<file path="src/rtl/branch_resolve_ctrl.sv">
// branch_resolve_ctrl: sequencing controller for the ID-stage branch comparator.
// Detects RAW hazards on a decoded branch's rs/rt, stalls the front end until the
// operands can be forwarded, drives the comparator op and forwarding selects, and
// issues the PC redirect / IF flush. Keeps branch and taken-branch counters.
//
// Ports:
//   i_clk, i_rst                   clock, async active-high reset
//   i_pipe_flush                   pipeline-wide flush, aborts a pending branch
//   i_id_*                         decoded ID-stage instruction (branch fields)
//   i_ex_*, i_mem_*, i_wb_*        destination info of the later stages
//   i_b_result                     comparator result
//   o_btype_op_out                 op code to the comparator (pass-through)
//   o_fwd_a_sel, o_fwd_b_sel       0 = regfile, 1 = MEM ALU result, 2 = WB result
//   o_stall                        hold PC and IF/ID, bubble into EX
//   o_pc_redirect, o_if_flush      taken branch this cycle
//   o_redirect_target              PC+4 + (imm << 2)
//   o_illegal_op                   pulse on resolution of an unsupported op
//   o_branch_cnt, o_taken_cnt      statistics counters (wrapping)
module branch_resolve_ctrl #(
  parameter int unsigned CNT_W     = 32,
  parameter logic [2:0]  BTypeBeq  = 3'd0
) (
  input  logic             i_clk,
  input  logic             i_rst,
  input  logic             i_pipe_flush,
  input  logic             i_id_valid,
  input  logic             i_id_is_branch,
  input  logic [2:0]       i_id_btype_op,
  input  logic [4:0]       i_id_rs,
  input  logic [4:0]       i_id_rt,
  input  logic [31:0]      i_id_pc_plus4,
  input  logic [31:0]      i_id_imm,
  input  logic             i_ex_regwrite,
  input  logic             i_ex_memread,
  input  logic [4:0]       i_ex_rd,
  input  logic             i_mem_regwrite,
  input  logic             i_mem_memread,
  input  logic [4:0]       i_mem_rd,
  input  logic             i_wb_regwrite,
  input  logic [4:0]       i_wb_rd,
  input  logic             i_b_result,
  output logic [2:0]       o_btype_op_out,
  output logic [1:0]       o_fwd_a_sel,
  output logic [1:0]       o_fwd_b_sel,
  output logic             o_stall,
  output logic             o_pc_redirect,
  output logic             o_if_flush,
  output logic [31:0]      o_redirect_target,
  output logic             o_illegal_op,
  output logic [CNT_W-1:0] o_branch_cnt,
  output logic [CNT_W-1:0] o_taken_cnt
);

  typedef enum logic [0:0] {StIdle, StStall} state_e;

  state_e           r_state;
  state_e           w_state_next;
  logic             r_cnt;
  logic             w_cnt_next;
  logic [CNT_W-1:0] r_branch_cnt;
  logic [CNT_W-1:0] r_taken_cnt;

  // Extra cycles a source register must wait before it can be forwarded.
  function automatic logic [1:0] hazard_need(
    input logic [4:0] r,
    input logic ex_rw, input logic ex_mr, input logic [4:0] ex_rd,
    input logic mem_rw, input logic mem_mr, input logic [4:0] mem_rd
  );
    logic [1:0] n;
    n = 2'd0;
    if (r != 5'd0) begin
      if (ex_rw && ex_mr && ex_rd == r) begin
        n = 2'd2;
      end else if ((ex_rw && !ex_mr && ex_rd == r) || (mem_rw && mem_mr && mem_rd == r)) begin
        n = 2'd1;
      end
    end
    return n;
  endfunction

  function automatic logic [1:0] fwd_sel(
    input logic [4:0] r,
    input logic mem_rw, input logic mem_mr, input logic [4:0] mem_rd,
    input logic wb_rw, input logic [4:0] wb_rd
  );
    logic [1:0] f;
    f = 2'd0;
    if (r != 5'd0) begin
      if (mem_rw && !mem_mr && mem_rd == r) begin
        f = 2'd1;
      end else if (wb_rw && wb_rd == r) begin
        f = 2'd2;
      end
    end
    return f;
  endfunction

  logic [1:0] w_need_a;
  logic [1:0] w_need_b;
  logic [1:0] w_need;
  logic       w_branch;
  logic       w_active;
  logic       w_resolve;
  logic       w_is_beq;
  logic       w_taken;
  logic       w_unused_imm;

  assign w_need_a = hazard_need(i_id_rs, i_ex_regwrite, i_ex_memread, i_ex_rd,
                                i_mem_regwrite, i_mem_memread, i_mem_rd);
  assign w_need_b = hazard_need(i_id_rt, i_ex_regwrite, i_ex_memread, i_ex_rd,
                                i_mem_regwrite, i_mem_memread, i_mem_rd);
  assign w_need   = (w_need_a > w_need_b) ? w_need_a : w_need_b;
  assign w_branch = i_id_valid & i_id_is_branch;
  // Control outputs are suppressed while flushing or held in reset.
  assign w_active = !i_pipe_flush & !i_rst;
  assign w_is_beq = (i_id_btype_op == BTypeBeq);

  assign w_resolve = w_active &
                     (((r_state == StIdle) & w_branch & (w_need == 2'd0)) |
                      ((r_state == StStall) & !r_cnt));
  assign w_taken   = w_resolve & i_b_result & w_is_beq;

  // Upper offset bits fall off the word-to-byte shift.
  assign w_unused_imm = ^i_id_imm[31:30];

  // State, stall countdown and statistics registers.
  always_ff @(posedge i_clk or posedge i_rst) begin
    if (i_rst) begin
      r_state      <= StIdle;
      r_cnt        <= 1'b0;
      r_branch_cnt <= '0;
      r_taken_cnt  <= '0;
    end else begin
      r_state <= w_state_next;
      r_cnt   <= w_cnt_next;
      if (w_resolve) begin
        r_branch_cnt <= r_branch_cnt + CNT_W'(1);
      end
      if (w_taken) begin
        r_taken_cnt <= r_taken_cnt + CNT_W'(1);
      end
    end
  end

  // Next-state logic.
  always_comb begin
    w_state_next = r_state;
    w_cnt_next   = r_cnt;
    if (i_pipe_flush) begin
      w_state_next = StIdle;
      w_cnt_next   = 1'b0;
    end else begin
      unique case (r_state)
        StIdle: begin
          if (w_branch && w_need != 2'd0) begin
            w_state_next = StStall;
            w_cnt_next   = (w_need == 2'd2);  // s - 1
          end
        end
        StStall: begin
          if (r_cnt) begin
            w_cnt_next = 1'b0;
          end else begin
            w_state_next = StIdle;
          end
        end
        default: w_state_next = StIdle;
      endcase
    end
  end

  // Output logic.
  always_comb begin
    o_stall = 1'b0;
    if (w_active) begin
      unique case (r_state)
        StIdle:  o_stall = w_branch & (w_need != 2'd0);
        StStall: o_stall = r_cnt;
        default: o_stall = 1'b0;
      endcase
    end
    o_pc_redirect     = w_taken;
    o_if_flush        = w_taken;
    o_illegal_op      = w_resolve & !w_is_beq;
    o_fwd_a_sel       = fwd_sel(i_id_rs, i_mem_regwrite, i_mem_memread, i_mem_rd,
                                i_wb_regwrite, i_wb_rd);
    o_fwd_b_sel       = fwd_sel(i_id_rt, i_mem_regwrite, i_mem_memread, i_mem_rd,
                                i_wb_regwrite, i_wb_rd);
    o_redirect_target = i_id_pc_plus4 + {i_id_imm[29:0], 2'b00};
    o_btype_op_out    = i_id_btype_op;
  end

  assign o_branch_cnt = r_branch_cnt;
  assign o_taken_cnt  = r_taken_cnt;

endmodule

</file>
<file path="config.mk">
export PLATFORM = sky130hd
export DESIGN_NAME = branch_resolve_ctrl
export DESIGN_NICKNAME = d
export VERILOG_FILES = /design/src/rtl/branch_resolve_ctrl.sv
export SDC_FILE = /design/constraint.sdc
export NUM_CORES = 1
export LEC_CHECK = 0
export CAP_MARGIN = 20
export CORE_ASPECT_RATIO = 1.4
export CORE_MARGIN = 1
export CORE_UTILIZATION = 35
export CTS_CLUSTER_DIAMETER = 80
export DETAILED_ROUTE_END_ITERATION = 8
export PLACE_DENSITY = 0.81
export SYNTH_ARGS = -nofsm -noshare
export SYNTH_HDL_FRONTEND = slang
export SYNTH_SLANG_ARGS = --single-unit
</file>
<file path="constraint.sdc">
create_clock -name i_clk -period 2.9 [get_ports i_clk]
set_input_delay 0.29 -clock i_clk [delete_from_list [all_inputs] [get_ports i_clk]]
set_output_delay 0.29 -clock i_clk [all_outputs]
set_load 0.05 [all_outputs]
</file>
==> results of run 1 <==
[flip-flops by register name, indices dropped and copies added (netlist names)]
| signal | cells |
|---|---|
| r_cnt | 1 |
| r_state | 1 |
| o_branch_cnt | 32 |
| o_taken_cnt | 32 |
[how the worst max path moves through the flow]
stage                                start                    end  slack, ns
after floorplan                 i_id_rs[3]          o_pc_redirect      -0.17
after global placement    i_id_pc_plus4[2]  o_redirect_target[30]      -0.65
after detailed placement        i_id_rt[0]       o_branch_cnt[19]      -0.77
after CTS                       i_id_rt[4]          o_pc_redirect      -0.16
after global routing         i_mem_memread           o_illegal_op      -0.43
final                        i_mem_memread           o_illegal_op      -0.31
[cell type report]
type / instances / area [sq um] / share of cell area, %
Multi-Input combinational cell: 484 / 4760 / 44.9
Timing Repair Buffer: 359 / 3520 / 33.2
Sequential cell: 66 / 1650 / 15.6
Clock buffer: 12 / 267 / 2.51
Tap cell: 189 / 236 / 2.23
Inverter: 22 / 86.3 / 0.814
Clock inverter: 4 / 72.6 / 0.684
[routing by layer]
layer	track usage [%]	part of all wire [%]	up-vias
met5	0	0	-
met4	13.8	6.9	0
met3	6.61	7.5	120
met2	52.0	53	390
met1	27.7	33	3116
li1	-	-	2793
[timing repair]
item,in CTS,in global routing
buffers inserted,46,16
endpoints found under the setup margin,86,83
pin swaps,101,120
resized for setup,272,183
gates cloned,1,2
[per-stage QoR]
| stage | cells | TNS [ns] |
|---|---|---|
| after floorplan | 591 | -0.319 |
| after global placement | 1058 | -42.97 |
| after detailed placement | 1058 | -48.13 |
| after CTS | 1120 | -1.01 |
| after global routing | 1136 | -14.60 |
| final | 1136 | -6.63 |
[cells by family (layout without fill, tap and decap cells)]
| kind of cell | Yosys count | count (layout) | share of synthesized area, % |
|---|---|---|---|
| XOR/XNOR | 120 | 120 | 20.1 |
| adder cells (fa/ha/maj) | 35 | 35 | 8.54 |
| flip-flops | 66 | 66 | 31.7 |
| AND/OR/NAND/NOR | 249 | 249 | 25.3 |
| multiplexers | 3 | 3 | 0.600 |
| AO/OA/AOI/OAI | 77 | 77 | 10.1 |
| buffers and inverters | 41 | 397 | 3.60 |
[power breakdown]
part           switching (mW)  total (mW)  internal (mW)  leakage (nW)
registers              0.0629        1.02          0.955         0.887
clock network           0.416        1.24          0.821         0.165
logic                    1.17        2.14          0.974          4.22
[cells in the mapped netlist (2+ instances only)]
| cell type | count |
|---|---|
| ha_1 | 34 |
| xor2_1 | 73 |
| o21ai_1 | 2 |
| xnor2_1 | 47 |
| nor4_1 | 13 |
| a22oi_1 | 2 |
| or3_1 | 7 |
| nor4b_1 | 3 |
| and2_1 | 4 |
| nor3b_1 | 5 |
| a21oi_1 | 22 |
| a2111o_1 | 2 |
| nor4_2 | 5 |
| a211oi_1 | 3 |
| mux2i_1 | 2 |
| dfrtp_1 | 66 |
| a21o_1 | 8 |
| or4_1 | 2 |
| inv_1 | 22 |
| nand2b_1 | 3 |
| and3_1 | 13 |
| and4_1 | 3 |
| buf_2 | 3 |
| nor3_1 | 36 |
| o21a_1 | 2 |
| o22ai_1 | 3 |
| clkbuf_1 | 8 |
| nand2_1 | 54 |
| a31oi_1 | 2 |
| nor2_1 | 33 |
| nand3_1 | 32 |
| nand4_1 | 22 |
| o21ai_0 | 12 |
| nor2b_1 | 5 |
| a211o_1 | 4 |
| o21bai_1 | 3 |
| buf_4 | 6 |
| or2_2 | 5 |
| a21boi_0 | 2 |
[worst reg2reg max path, stage by stage (launching register included)]
cell	delay, ns
dfrtp_1	0.44
nand4_1	0.26
nor4_2	0.40
buf_4	0.20
and4_1	0.27
nand4_1	0.18
nor3_2	0.27
nand3_1	0.23
nor4_4	0.31
xor2_1	0.17
==> results.toml, run 1 <==
[grt]
grt_start_max_net_pins = 35
antenna_found_initial = 0
grt_pass1_vias = 6715
grt.total_usage_pct = 27.5
overflow = 0
grt_pass1_wl_um = 33500

[flow_run]
maxCapViolCount = 0

[setup_path]
cp-start-kind = "input pin"
reg2reg_to = "o_taken_cnt[31]"
rr_worst_depth = 9
endpoint_kind = "primary output"
worstPathCellList = "clkdlybuf4s50_1, nand4_1, mux2i_2, o21ai_1, ha_2, inv_2, o22ai_4, nor2_4, a221oi_4, buf_4, a22oi_2, buf_12, nor2_4, buf_12"
arrival_ns = 2.92
critical_path_class = "in2out"
path_depth = 14
r2r-start = "o_taken_cnt[6]"
path_buf_inv = 5
cp_max_fo = 4
worst_path_max_delay_cell = "clkdlybuf4s50_1"
slowest_delay_ns = 0.56
cp_top_family = "buffers and inverters"
ff2ff_setup_slack_ns = 0.09
worstPathRequired_ns = 2.61

[timing]
clock_skew_ns = 0.00673
whs_ns = 0.497
setup_viol = 59
relSlewSlack_pct = 44.5
slew_viol_final = 0
fin_crit_sh_pct = 111
fin_ws_ns = -0.310
fmax_mhz = 312
finalCriticalPeriod_ns = 3.21
worst_pin_slew_ns = 0.830
hold_viol = 0
rsz0062_at_grt = "true"

[hold_path]
min_path_cells = 1
hold_end = "o_branch_cnt[31]"
hold_class = "reg2reg"
hp-start = "o_branch_cnt[31]"

[outcome]
violations = "negative setup slack"
outcome = "finished, violations left"

[layout]
fillCellCount = 861
layout_common_cells = "137 x buf_4, 101 x clkdlybuf4s50_1, 67 x xor2_1"
nets = 1080
drive_gt1_share_pct = 45.2
final_util_pct = 73.1
final_area_sq_mm = 0.0106
antenna_cells = 0
area_growth_pct = 103
final_common_cell = "buf_4"

[drt]
first_pass_iters = 5
drc = 0
drt_wl_total_um = 24700
drt-vias-per-instance = 5.65
drtAntennaViolNets = 0
drt_iter0_markers = 357
avgRoutedWirePerCell_um = 21.7
dr_total_vias = 6419

[clocking]
cts_hold_buf = 0
cts_tree = "built"
h-tree-depth = 3
cts.path.max_buffers = 2
clk_pin_slew_worst_paths_ns = 0.06
clkLatencyLatePin_ns = 0.34
clkSinkCount = 66
numCtsBuffers = 9
cts_root_buf = "clkbuf_16"

[synth]
yosys-top-cells-area = "dfrtp_1 32%, xor2_1 12%, ha_1 8.2%, xnor2_1 7.9%, nand2_1 3.9%"
netlist_instances = 591
yosysWarningCount = 0
synth_seq_cells = 66
async_flop_share_pct = 100
synthFlopType = "dfrtp_1"
synth_fp_nets = 729
synth_top_area_share_pct = 31.7
synth_area_sq_mm = 0.00522
ys_types = 57
seq_area_frac_synth_pct = 31.7
avgSynthCellArea_sq_um = 8.83
synth-edff-count = 0
synth_top_area_cell = "dfrtp_1"

[floorplan]
die_area_sq_mm = 0.0154
io_pins = 210
coreArea_sq_mm = 0.0145
die_w_um = 105
die_h_um = 146
fp-row-count = 52
start_util_pct = 36.0

[pwr]
p_per_area_mw_per_mm2 = 415
power.leakage_nw = 5.28
fin_total_pwr_mw = 4.40
ir_drop_mv = 0.414

[placed_design]
placed_area_sq_mm = 0.00852
dp_slack_ns = -0.768
gp_congestion = 0.879
dp_hpwl_um = 14000
io_buffers = 203
(Power assumes the default switching activity.)
==> run 2: changes to the inputs <==
==> constraint.sdc (replaced) <==
create_clock -name i_clk -period 2.6 [get_ports i_clk]
set_input_delay 0.26 -clock i_clk [delete_from_list [all_inputs] [get_ports i_clk]]
set_output_delay 0.26 -clock i_clk [all_outputs]
set_load 0.05 [all_outputs]
==> results.toml, run 2 (synthesis gave the netlist of run 1 again) <==
[drt]
first_pass_iters = 5
drt_iter0_markers = 347
drt_wl_total_um = 24800
drt-vias-per-instance = 5.56
avgRoutedWirePerCell_um = 21.4
drc = 0
dr_total_vias = 6448
drtAntennaViolNets = 0

[setup_path]
path_buf_inv = 4
endpoint_kind = "primary output"
cp_max_fo = 4
ff2ff_setup_slack_ns = -0.21
cp-start-kind = "input pin"
slowest_delay_ns = 0.34
worstPathCellList = "buf_6, xor2_1, nor3_2, nand4_1, mux2i_2, o21ai_1, ha_1, inv_2, o22ai_4, nor2_4, a221oi_4, a22o_1, nand3_2, clkinvlp_4, buf_12"
cp_top_family = "compound AO/OA/AOI/OAI gates"
critical_path_class = "in2out"
arrival_ns = 2.94
worstPathRequired_ns = 2.34
worst_path_max_delay_cell = "a221oi_4"

[layout]
nets = 1104
drive_gt1_share_pct = 49.3
area_growth_pct = 114
final_common_cell = "buf_4"
final_cells = 1160
antenna_cells = 0
layout_common_cells = "144 x buf_4, 97 x clkdlybuf4s50_1, 64 x xor2_1"
final_area_sq_mm = 0.0112

[clocking]
h-tree-depth = 3
cts_root_buf = "clkbuf_16"
clk_pin_slew_worst_paths_ns = 0.05
cts_tree = "built"
clkLatencyLatePin_ns = 0.34
numCtsBuffers = 9
clkSinkCount = 66
cts.path.max_buffers = 2

[timing]
finalCriticalPeriod_ns = 3.20
setup_viol = 83
relSlewSlack_pct = 54.5
fmax_mhz = 312
rsz0062_at_grt = "true"
fin_ws_ns = -0.604
clock_skew_ns = 0.00594
hold_viol = 0
fin_crit_sh_pct = 123
worst_pin_slew_ns = 0.673
slew_viol_final = 0

[grt]
grt_start_max_net_pins = 44
overflow = 0
grt_pass1_wl_um = 35600
antenna_found_initial = 0
grt_pass1_vias = 6922
grt.total_usage_pct = 29.9

[placed_design]
dp_hpwl_um = 14400
dp_cells = 1077
placed_area_sq_mm = 0.00942
gp_congestion = 0.861
io_buffers = 203

[hold_path]
hold_class = "in2async"

[floorplan]
die_area_sq_mm = 0.0154
fp-row-count = 52
io_pins = 210
die_w_um = 105
die_h_um = 146
start_util_pct = 36.0
coreArea_sq_mm = 0.0145

[outcome]
outcome = "finished, violations left"
violations = "negative setup slack"

[flow_run]
maxCapViolCount = 0

[pwr]
p_per_area_mw_per_mm2 = 434
ir_drop_mv = 0.588
power.leakage_nw = 5.51
fin_total_pwr_mw = 4.85
run 2: final cells by class:
cell class                      instances  area [sq um]
Multi-Input combinational cell        484          5020
Timing Repair Buffer                  383          3880
Fill cell                             804          3350
Sequential cell                        66          1660
Clock buffer                           14           274
Tap cell                              189           236
Inverter                               22          86.3
Clock inverter                          2          10.0
run 2: per-layer routing:
layer  part of all wire (%)  up-vias  GRT usage (%)  routed length, um
met3                    5.9      126           7.14               1480
met5                      0        -              0                  0
met1                     33     3166           28.0               8140
met2                     54      310           58.6              13500
met4                    6.9        0           16.1               1730
li1                       -     2846              -                  -
run 2: path summary, 6_finish.rpt:
kind / depth (start not counted) / endpoint / from
min: 2 / o_taken_cnt[1] / i_rst
max: 15 / o_pc_redirect / i_id_rs[4]
min reg2reg: 1 / o_branch_cnt[31] / o_branch_cnt[31]
max reg2reg: 9 / o_taken_cnt[30] / o_taken_cnt[7]
min in group i_clk: 1 / o_branch_cnt[31] / o_branch_cnt[31]
max in group asynchronous: 3 / o_branch_cnt[7] / i_rst
run 2: report_power, final:
part           switching, mW  internal (mW)  total (mW)
combinational           1.36           1.19        2.56
clock                  0.432          0.720        1.15
sequential            0.0707           1.07        1.14
total                   1.87           2.98        4.85
run 2: worst register-to-register path, stage by stage (launching register included):
cell and delay, ns:
dfrtp_2 0.39, nand4_1 0.20, nor4_2 0.44, and4_1 0.33
nand4_1 0.24, nor3_1 0.41, nand3_1 0.20, buf_4 0.19
nor3_4 0.19, xnor2_1 0.14
run 2: metrics by stage:
stage	hold WS [ns]	utilization (%)	setup TNS, ns	worst slack [ns]
after floorplan	0.326	-	-13.60	-0.412
after global placement	0.454	65.0	-62.97	-0.854
after detailed placement	0.459	65.0	-70.68	-0.968
after CTS	0.407	74.3	-16.11	-0.451
after global routing	0.463	76.9	-35.57	-0.729
final	0.408	76.9	-24.56	-0.604
run 2: timing repair:
item                                    CTS  global route
cloned                                    4             0
gates resized for setup                 282           133
hold buffers                              0             0
endpoints found under the setup margin   91            89
pin swaps                               134            92
buffers inserted                         43            29
